<file path="src/rtl/signal_capture_if.sv">
// signal_capture_if
// Purpose : groups the sample input, trigger control and replay stream of
//           signal_capture into one bundle.
// Signals : din/din_valid        filtered sample stream (signed) into the capture
//           arm/trig_level       capture start pulse and signed trigger threshold
//           busy/triggered       capture status
//           dout/dout_valid/     replay stream out of the capture buffer
//           dout_ready/dout_last
//           done                 one-cycle pulse after the final replay transfer
//           state_dbg            raw FSM state for observation
// Modports: slave  - the capture block
//           master - the environment driving samples and consuming replay
//
// Replay handshake: a sample moves when dout_valid & dout_ready are both high
// on a rising edge. Once dout_valid is raised, dout, dout_valid and dout_last
// stay unchanged until that transfer happens; dout_valid never depends
// combinationally on dout_ready.
interface signal_capture_if #(
  parameter int DATA_W = 12
) ();
  logic [DATA_W-1:0] din;
  logic              din_valid;
  logic              arm;
  logic [DATA_W-1:0] trig_level;
  logic              busy;
  logic              triggered;
  logic [DATA_W-1:0] dout;
  logic              dout_valid;
  logic              dout_ready;
  logic              dout_last;
  logic              done;
  logic [2:0]        state_dbg;

  modport slave (
    input  din, din_valid, arm, trig_level, dout_ready,
    output busy, triggered, dout, dout_valid, dout_last, done, state_dbg
  );

  modport master (
    output din, din_valid, arm, trig_level, dout_ready,
    input  busy, triggered, dout, dout_valid, dout_last, done, state_dbg
  );
endinterface

</file>
<file path="src/rtl/signal_capture.sv">
// signal_capture
// Purpose : records a filtered sample stream into a circular RAM with a
//           pre-trigger window and a rising level-crossing trigger, then
//           replays the DEPTH-sample record in chronological order as a
//           valid/ready stream.
// Ports   : sys_clk    - single clock, rising edge
//           sys_rst_n  - asynchronous active-low reset
//           bus        - signal_capture_if.slave (samples, arm/level, status,
//                        replay stream, done pulse, debug state)
// Parameters: DATA_W   sample width (two's complement)
//             ADDR_W   buffer address width, DEPTH = 2**ADDR_W
//             PRE_TRIG samples kept ahead of the trigger sample, 1..DEPTH-2
module signal_capture #(
  parameter int DATA_W   = 12,
  parameter int ADDR_W   = 8,
  parameter int PRE_TRIG = 16
) (
  input  logic               sys_clk,
  input  logic               sys_rst_n,
  signal_capture_if.slave    bus
);

  localparam int DEPTH = 2 ** ADDR_W;

  localparam logic [ADDR_W:0]   PRE_LAST  = (ADDR_W+1)'(PRE_TRIG - 1);
  localparam logic [ADDR_W:0]   POST_LAST = (ADDR_W+1)'(DEPTH - PRE_TRIG - 1);
  localparam logic [ADDR_W:0]   RD_LAST   = (ADDR_W+1)'(DEPTH - 1);
  localparam logic [ADDR_W:0]   RD_TOTAL  = (ADDR_W+1)'(DEPTH);
  localparam logic [ADDR_W-1:0] PRE_OFFS  = ADDR_W'(PRE_TRIG);

  typedef enum logic [2:0] {
    S_IDLE  = 3'd0,
    S_PRE   = 3'd1,
    S_ARMED = 3'd2,
    S_POST  = 3'd3,
    S_READ  = 3'd4
  } state_t;

  state_t r_state;
  state_t w_next;

  logic [DATA_W-1:0]        r_mem [DEPTH];
  logic signed [DATA_W-1:0] r_lvl;
  logic signed [DATA_W-1:0] r_prev;
  logic                     r_prev_ok;
  logic [ADDR_W-1:0]        r_wr_ptr;
  logic [ADDR_W-1:0]        r_start_ptr;
  logic [ADDR_W-1:0]        r_rd_ptr;
  // Phase counter: writes in PRE, writes since trigger in POST, reads issued in READ.
  logic [ADDR_W:0]          r_cnt;
  logic                     r_triggered;
  logic                     r_done;

  // Replay pipeline: RAM output register (stage 1) feeding the dout register.
  logic [DATA_W-1:0]        r_ram_q;
  logic                     r_s1_valid;
  logic                     r_s1_last;
  logic [DATA_W-1:0]        r_dout;
  logic                     r_dout_valid;
  logic                     r_dout_last;

  logic signed [DATA_W-1:0] w_sample;
  logic                     w_capturing;
  logic                     w_wr_en;
  logic                     w_cross;
  logic                     w_trig;
  logic                     w_out_free;
  logic                     w_s1_adv;
  logic                     w_issue;
  logic                     w_final;

  assign w_sample    = $signed(bus.din);
  assign w_capturing = (r_state == S_PRE) || (r_state == S_ARMED) || (r_state == S_POST);
  assign w_wr_en     = w_capturing && bus.din_valid;
  // Rising crossing needs a genuine previous sample below the level; a signal
  // already above the level at arm time never fires on its own.
  assign w_cross     = r_prev_ok && (r_prev < r_lvl) && (w_sample >= r_lvl);
  assign w_trig      = (r_state == S_ARMED) && bus.din_valid && w_cross;

  // The dout register can take new data when it is empty or being drained.
  assign w_out_free  = !r_dout_valid || bus.dout_ready;
  assign w_s1_adv    = r_s1_valid && w_out_free;
  // A RAM read is issued only when stage 1 will have room for its result, so
  // nothing is overwritten while the output is stalled.
  assign w_issue     = (r_state == S_READ) && (r_cnt != RD_TOTAL) &&
                       (!r_s1_valid || w_out_free);
  assign w_final     = r_dout_valid && bus.dout_ready && r_dout_last;

  // State register
  always_ff @(posedge sys_clk or negedge sys_rst_n) begin
    if (!sys_rst_n) r_state <= S_IDLE;
    else            r_state <= w_next;
  end

  // Next-state logic
  always_comb begin
    w_next = r_state;
    case (r_state)
      S_IDLE:  if (bus.arm) w_next = S_PRE;
      S_PRE:   if (bus.din_valid && (r_cnt == PRE_LAST)) w_next = S_ARMED;
      S_ARMED: if (w_trig) w_next = S_POST;
      S_POST:  if (bus.din_valid && (r_cnt == POST_LAST)) w_next = S_READ;
      S_READ:  if (w_final) w_next = S_IDLE;
      default: w_next = S_IDLE;
    endcase
  end

  // Capture bookkeeping, trigger and replay pipeline
  always_ff @(posedge sys_clk or negedge sys_rst_n) begin
    if (!sys_rst_n) begin
      r_lvl        <= '0;
      r_prev       <= '0;
      r_prev_ok    <= 1'b0;
      r_wr_ptr     <= '0;
      r_start_ptr  <= '0;
      r_rd_ptr     <= '0;
      r_cnt        <= '0;
      r_triggered  <= 1'b0;
      r_done       <= 1'b0;
      r_s1_valid   <= 1'b0;
      r_s1_last    <= 1'b0;
      r_dout       <= '0;
      r_dout_valid <= 1'b0;
      r_dout_last  <= 1'b0;
    end else begin
      r_done <= w_final;

      if (w_wr_en) begin
        r_wr_ptr  <= r_wr_ptr + 1'b1;
        r_prev    <= w_sample;
        r_prev_ok <= 1'b1;
      end

      case (r_state)
        S_IDLE: begin
          if (bus.arm) begin
            r_lvl     <= $signed(bus.trig_level);
            r_wr_ptr  <= '0;
            r_cnt     <= '0;
            r_prev_ok <= 1'b0;
          end
        end
        S_PRE: begin
          if (bus.din_valid) r_cnt <= r_cnt + 1'b1;
        end
        S_ARMED: begin
          if (w_trig) begin
            // The trigger sample itself counts as the first post sample.
            r_cnt       <= (ADDR_W+1)'(1);
            r_start_ptr <= r_wr_ptr - PRE_OFFS;
            r_triggered <= 1'b1;
          end
        end
        S_POST: begin
          if (bus.din_valid) begin
            if (r_cnt == POST_LAST) begin
              r_cnt    <= '0;
              r_rd_ptr <= r_start_ptr;
            end else begin
              r_cnt <= r_cnt + 1'b1;
            end
          end
        end
        S_READ: begin
          if (w_issue) begin
            r_cnt    <= r_cnt + 1'b1;
            r_rd_ptr <= r_rd_ptr + 1'b1;
          end
          if (w_final) r_triggered <= 1'b0;
        end
        default: ;
      endcase

      if (w_issue) begin
        r_s1_valid <= 1'b1;
        r_s1_last  <= (r_cnt == RD_LAST);
      end else if (w_s1_adv) begin
        r_s1_valid <= 1'b0;
      end

      if (w_out_free) begin
        r_dout_valid <= r_s1_valid;
        if (r_s1_valid) begin
          r_dout      <= r_ram_q;
          r_dout_last <= r_s1_last;
        end else begin
          r_dout_last <= 1'b0;
        end
      end
    end
  end

  // Sample buffer: synchronous write and registered read, no reset.
  always_ff @(posedge sys_clk) begin
    if (w_wr_en) r_mem[r_wr_ptr] <= bus.din;
    if (w_issue) r_ram_q <= r_mem[r_rd_ptr];
  end

  assign bus.busy       = (r_state != S_IDLE);
  assign bus.triggered  = r_triggered;
  assign bus.dout       = r_dout;
  assign bus.dout_valid = r_dout_valid;
  assign bus.dout_last  = r_dout_last;
  assign bus.done       = r_done;
  assign bus.state_dbg  = r_state;

endmodule
</file>
<file path="src/flat_wrapper.sv">
// flat-port wrapper written by rule: the top's interface ports become plain ports
module signal_capture_flat 
#(
  parameter int DATA_W   = 12,
  parameter int ADDR_W   = 8,
  parameter int PRE_TRIG = 16
)
  (sys_clk, sys_rst_n, bus_din, bus_din_valid, bus_arm, bus_trig_level, bus_dout_ready, bus_busy, bus_triggered, bus_dout, bus_dout_valid, bus_dout_last, bus_done, bus_state_dbg);
  signal_capture_if #(.DATA_W(DATA_W)) bus_i ();
  input  logic sys_clk;
  input  logic sys_rst_n;
  input wire logic [$bits(bus_i.din)-1:0] bus_din;
  input wire logic [$bits(bus_i.din_valid)-1:0] bus_din_valid;
  input wire logic [$bits(bus_i.arm)-1:0] bus_arm;
  input wire logic [$bits(bus_i.trig_level)-1:0] bus_trig_level;
  input wire logic [$bits(bus_i.dout_ready)-1:0] bus_dout_ready;
  output wire logic [$bits(bus_i.busy)-1:0] bus_busy;
  output wire logic [$bits(bus_i.triggered)-1:0] bus_triggered;
  output wire logic [$bits(bus_i.dout)-1:0] bus_dout;
  output wire logic [$bits(bus_i.dout_valid)-1:0] bus_dout_valid;
  output wire logic [$bits(bus_i.dout_last)-1:0] bus_dout_last;
  output wire logic [$bits(bus_i.done)-1:0] bus_done;
  output wire logic [$bits(bus_i.state_dbg)-1:0] bus_state_dbg;
  assign bus_i.din = bus_din;
  assign bus_i.din_valid = bus_din_valid;
  assign bus_i.arm = bus_arm;
  assign bus_i.trig_level = bus_trig_level;
  assign bus_i.dout_ready = bus_dout_ready;
  assign bus_busy = bus_i.busy;
  assign bus_triggered = bus_i.triggered;
  assign bus_dout = bus_i.dout;
  assign bus_dout_valid = bus_i.dout_valid;
  assign bus_dout_last = bus_i.dout_last;
  assign bus_done = bus_i.done;
  assign bus_state_dbg = bus_i.state_dbg;
  signal_capture #(.DATA_W(DATA_W), .ADDR_W(ADDR_W), .PRE_TRIG(PRE_TRIG)) u_core (.sys_clk(sys_clk), .sys_rst_n(sys_rst_n), .bus(bus_i));
endmodule
</file>
<file path="config.mk">
export PLATFORM = sky130hd
export DESIGN_NAME = signal_capture_flat
export DESIGN_NICKNAME = d
export VERILOG_FILES = /design/src/rtl/signal_capture_if.sv /design/src/rtl/signal_capture.sv /design/src/flat_wrapper.sv
export SDC_FILE = /design/constraint.sdc
export NUM_CORES = 2
export LEC_CHECK = 0
export CORE_MARGIN = 10
export CORE_UTILIZATION = 45
export DETAILED_ROUTE_END_ITERATION = 16
export DONT_BUFFER_PORTS = 1
export HOLD_SLACK_MARGIN = 0.08
export PLACE_DENSITY = 0.57
export SLEW_MARGIN = 20
export SYNTH_ARGS = -nofsm -noshare
export SYNTH_HDL_FRONTEND = slang
export SYNTH_SLANG_ARGS = --single-unit
</file>
<file path="constraint.sdc">
create_clock -name sys_clk -period 3.7 [get_ports sys_clk]
set_clock_uncertainty 0.2 [all_clocks]
set_input_delay 0.74 -clock sys_clk [delete_from_list [all_inputs] [get_ports sys_clk]]
set_output_delay 0.74 -clock sys_clk [all_outputs]
set_load 0.01 [all_outputs]
</file>
# Yosys cells after proc, flatten, opt, wreduce, memory -nomap -nowiden
# Memory sizes are Yosys's and may differ from the RTL's. A register that Yosys moved wholly into a read port is not among the register bits.
# Cells that the tools add are included.
[word_totals]
reg_bits = 79
mem_bits_rw = 3072
word_cells = 101
n_memories = 1
[mem_list]
columns = ["name", "depth", "width", "read_ports", "rd_ports_with_merged_regs", "write_ports", "line_no", "rtl"]
rows = [
  ["u_core.r_mem", 256, 12, 1, 1, 1, "signal_capture.sv:42", "logic [DATA_W-1:0] r_mem [DEPTH];"],
]
[op_classes]
n_addsub = 4
magnitude_cmp = 2
eq_ne = 17
muxes = 31
n_reduce_logical = 31
[op_table]
columns = ["op", "n"]
rows = [
  ["$mux W9", 6],
  ["$mux W8", 6],
  ["$pmux W9 S5", 1],
  ["$eq A9 B8 Y1 const B", 2],
  ["$add A8 B1 Y8 const B", 2],
  ["$pmux W8 S2", 1],
  ["$mux W3", 5],
  ["$pmux W3 S5", 1],
  ["$ge A12 B12 Y1", 1],
  ["$logic_and A1 B1 Y1", 12],
  ["$lt A12 B12 Y1", 1],
  ["$ne A2 B2 Y1 const B", 6],
  ["$mux W1", 10],
  ["$add A9 B1 Y9 const B", 1],
  ["$eq A9 B4 Y1 const B", 1],
  ["$ne A9 B9 Y1 const B", 1],
  ["$sub A8 B5 Y8 const B", 1],
  ["$eq A3 B2 Y1 const B", 2],
  ["$ne A2 B1 Y1 const B", 3],
  ["$reduce_and A2 Y1", 3],
  ["$reduce_and A6 Y1", 1],
  ["$reduce_bool A2 Y1", 3],
  ["$reduce_and A5 Y1", 1],
  ["$reduce_bool A5 Y1", 1],
  ["other kinds (9)", 13],
]

# Depth between registers and ports, before layout
[logic_depth]
ltp_word = 7
mapped_depth = 13

# Worst setup path after synthesis
# OpenSTA, ideal clock, no wires.
[synth_path]
path_kind = "input-to-reg"
from = "input bus_din_valid"
to = "memory u_core.r_mem[100][0] (enable)"
arrival_time_ns = 2.623
required_ns = 3.120
setup_slack_ns = 0.497
path_stages = 8
cell_sequence = "nor2b_1 > nor2b_1 > buf_1 > nand2_1 > nor2_1 > nand2_1 > clkbuf_1 > nor2_1"
[synth_via]
elab_chain_len = 3
[synth_rtl]
columns = ["element", "line_no", "rtl"]
rows = [
  ["start: declaration", "flat_wrapper.sv:13", "input wire logic [$bits(bus_i.din_valid)-1:0] bus_din_valid;"],
  ["$logic_and A1 B1 Y1", "signal_capture.sv:74", "assign w_wr_en = w_capturing && bus.din_valid;"],
  ["$mux W1", "signal_capture.sv:195", "if (w_wr_en) r_mem[r_wr_ptr] <= bus.din;"],
  ["$mux W1 (implied by the code)", "signal_capture.sv:195", ""],
  ["end: declaration", "signal_capture.sv:42", ""],
]
# No other way between the ends.

==> metrics.yaml <==
cells_and_area:
  postLayoutCellArea_mm2: 0.1443
  areaGrowthSynthToFinish_pct: 17.76
  fillerInstances: 20753
  final_nets: 6274
  drive_above_1_share: 0.3267
  core_utilization_of_the_finished_layout: 0.5323
  finalNonFillerCells: 10042
detailed_routing:
  drtAntennaViolNets: 0
  drtIter0Drc: 7735
  vias: 60556
  drt-pass1-iter-count: 6
  detail_route.drc_violations: 0
  drt-vias-per-instance: 6.030
  totalWireLength_um: 338000
  routedWlPerCell_um: 33.66
synth:
  synthAdderAreaFrac: 0.003677
  synth_nets: 5510
  syn-cell-area_mm2: 0.1225
  synthTopCellsByArea: "edfxtp_1 76%, mux4_2 16%, dfrtp_1 1.6%"
  yosys.area_share.xor_xnor: 0.0007864
  synthMuxAreaShare: 0.1737
  synth_enable_flop_cells: 3084
  cells_after_synthesis: 5445
  synthesis.area_per_instance_um2: 22.50
  synth_simple_gate_area_frac: 0.01947
  synthArstFlopShare: 0.02498
  synth-compound-area-share: 0.01702
  post-synth-top-area-cell: "edfxtp_1"
  combinational_family_with_the_most_area_after_synthesis: "multiplexers"
  ys_ff_latch: 3163
  netlist.area_leader.share: 0.7559
  ys_warn_count: 0
  synth_sequential_area_ratio: 0.7721
  synth_cell_types: 63
  synth_ff_type: "edfxtp_1"
timing:
  max-slew-margin-rel: 0.1126
  max_clock_freq_mhz: 267.3
  finalHoldViolCount: 99
  hold_ws_ns: -0.1825
  drv_slew: 0
  post-route-period-util: 1.011
  timing.final.setup_violations: 1
  timing_worst_slew_pin_value_ns: 1.331
  finalWorstSetupSlack_ns: -0.04113
  post-route-min-period_ns: 3.741
  rsz0062_at_grt: "true"
grt:
  maximum_number_of_pins_on_one_net_before_global_route_repair: 259
  grt_first_pass_wirelength_um: 468300
  grt.total_usage: 0.2212
  grt_remaining_overflow: 0
  first_global_vias: 60739
  initial_antenna_violation_count: 15
die:
  floorplan.initialDensity: 0.4521
  io_pins: 49
  die_y_um: 541.8
  die_width_um: 541.8
  core_area_mm2: 0.2710
  die_area_mm2: 0.2935
  fp-row-count: 191
status:
  outcome: "finished with violations"
  violations: "hold timing, setup timing"
critical_path:
  critical_path.startpoint_type: "flip-flop"
  worst_setup_path_end_kind: "flip-flop"
  arrival_ns: 4.21
  crit_required_ns: 4.17
  crit_path_max_fanout: 9
  path_class: "flip-flop to flip-flop"
hold_path:
  class_of_the_most_critical_hold_timing_path: "primary input to flip-flop"
clock_network:
  cts_buffer_depth: 4
  htreeDepth: 5
  clock_insertion_delay_worst_skew_ns: 0.94
  tritoncts_num_sinks: 3163
  cts_tree: "built"
  numCtsBuffers: 328
  clk_pin_slew_worst_setup_hold_paths_ns: 0.06
  clock-root-buffer: "clkbuf_16"
place:
  place.detailed.hpwl_um: 194300
  post_dp_cell_area_mm2: 0.1323
  finalWeightedCongestion: 0.8532
  numPortBuffers: 0
  dpl.cell_count: 9364
run:
  cap_viol_max_count: 0
power_and_ir_drop:
  vdd_drop_max_mv: 0.3506
  pwr_density_cell_mw_per_mm2: 523.5
  leakagePower_nw: 46.81
power breakdown:
part           internal (mW)  switching (mW)  total, mW
Clock                   18.6            13.9       32.6
Combinational          0.849            2.09       2.93
Sequential              39.8           0.224       40.0
Total                   59.3            16.3       75.5
worst max-delay path, stage by stage (launching register included):
cell      delay, ns
dfrtp_4        0.44
buf_12         0.18
buf_4          0.27
mux4_2         0.58
mux4_2         0.53
a222oi_1       0.71
nand2_1        0.32
a32o_1         0.29
cells in the mapped netlist (all sizes together) (15+ instances only):
cell type	number
nor2	319
o22ai	15
mux2	45
inv	31
a211oi	21
o21ai	52
a221oi	24
nor3	20
ha	36
mux4	874
a21oi	63
a22oi	48
edfxtp	3084
nand3	30
mux2i	109
clkbuf	106
buf	197
nand2	129
dfrtp	79
state kept, by name, indices dropped and copies added (netlist names), 3 cells and up:
name and cells:
u_core.r_wr_ptr 8, u_core.r_mem 3072, u_core.r_ram_q 12, u_core.r_prev 12, u_core.r_start_ptr 8, u_core.r_lvl 12, u_core.bus.state_dbg 3, u_core.bus.dout 12
u_core.r_cnt 9, u_core.r_rd_ptr 8
logic make-up (layout without fill, tap and decap cells):
family / count (synthesis) / count (layout)
AND/OR/NAND/NOR: 568 / 568
buffers and inverters: 334 / 1354
XOR/XNOR: 11 / 11
multiplexers: 1028 / 1028
AO/OA/AOI/OAI: 305 / 305
flip-flops: 3163 / 3163
adder cells (fa/ha/maj): 36 / 36
other: 0 / 7
path summary, 6_finish.rpt:
check | start | endpoint | slack (ns) | cells past startpoint
max | u_core.r_rd_ptr[0]$_DFFE_PN0P_ | u_core.r_ram_q[8]$_DFFE_PP_ | -0.04 | 7
max reg2reg | u_core.r_rd_ptr[0]$_DFFE_PN0P_ | u_core.r_ram_q[8]$_DFFE_PP_ | -0.04 | 7
min | bus_din[5] | u_core.r_mem[20][5]$_DFFE_PP_ | -0.18 | 0
min in group asynchronous | sys_rst_n | u_core.r_prev[4]$_DFFE_PN0P_ | 0.19 | 2
min reg2reg | u_core.r_ram_q[10]$_DFFE_PP_ | u_core.bus.dout[10]$_DFFE_PN0P_ | 0.26 | 1
max in group asynchronous | sys_rst_n | u_core.r_rd_ptr[3]$_DFFE_PN0P_ | 2.60 | 2
per-layer routing:
metal | routed length (um) | GRT usage
met1 | 139400 | 0.3189
met2 | 159500 | 0.3488
met3 | 28040 | 0.04332
met4 | 11080 | 0.05898
met5 | 41 | 0
per-stage QoR:
step	setup WS, ns	TNS, ns	total power [mW]
6_report	-0.04113	-0.04113	75.53
3_3_place_gp	-0.2603	-0.5066	42.85
5_1_grt	-0.006747	-0.006978	77.76
2_1_floorplan	0.4966	0	41.76
4_1_cts	-0.06144	-0.06144	75.51
3_5_place_dp	-0.2800	-0.5857	42.88
layout make-up:
type,count,area (um2),share of cell area
flip-flops and latches,3163,94600,0.6558
multi-input cells,1948,26400,0.1830
clock buffers,386,8447,0.05855
repair buffers,737,8099,0.05614
well taps,3570,4467,0.03096
clock inverters,200,2111,0.01463
inverters,31,117.6,0.0008152
diodes,7,17.52,0.0001214
cells in the final DEF, fill, tap and decap left out, types with 9 or more instances in the layout:
cell / count
buf_4: 513
inv_1: 28
edfxtp_1: 3084
dlygate4sd3_1: 45
mux2_2: 45
clkinv_16: 9
nor3_1: 20
dfrtp_1: 72
ha_1: 36
buf_16: 28
a21oi_1: 63
bufinv_16: 31
clkbuf_1: 57
clkinv_1: 73
a211oi_1: 19
o22ai_1: 15
nor2_1: 315
nand2_1: 113
inv_6: 11
nand3_1: 28
o211ai_1: 13
nand2b_1: 10
clkbuf_16: 329
mux4_2: 874
a22oi_1: 47
o221ai_1: 13
o21ai_0: 45
nand2_2: 16
and3_1: 13
buf_12: 149
a221oi_1: 24
mux2i_1: 108
clkinv_2: 58
timing repair:
action / 4_1_cts / 5_1_grt
endpoints found under the setup margin: 5 / 4
setup buffers: 9 / 0
hold buffers: 46 / 27
hold endpoints to repair: 3034 / 1459
cloned: 1 / 0
resized for setup: 7 / 4
pin swaps: 3 / 2
Note: power is estimated with default switching activity, not from simulation.
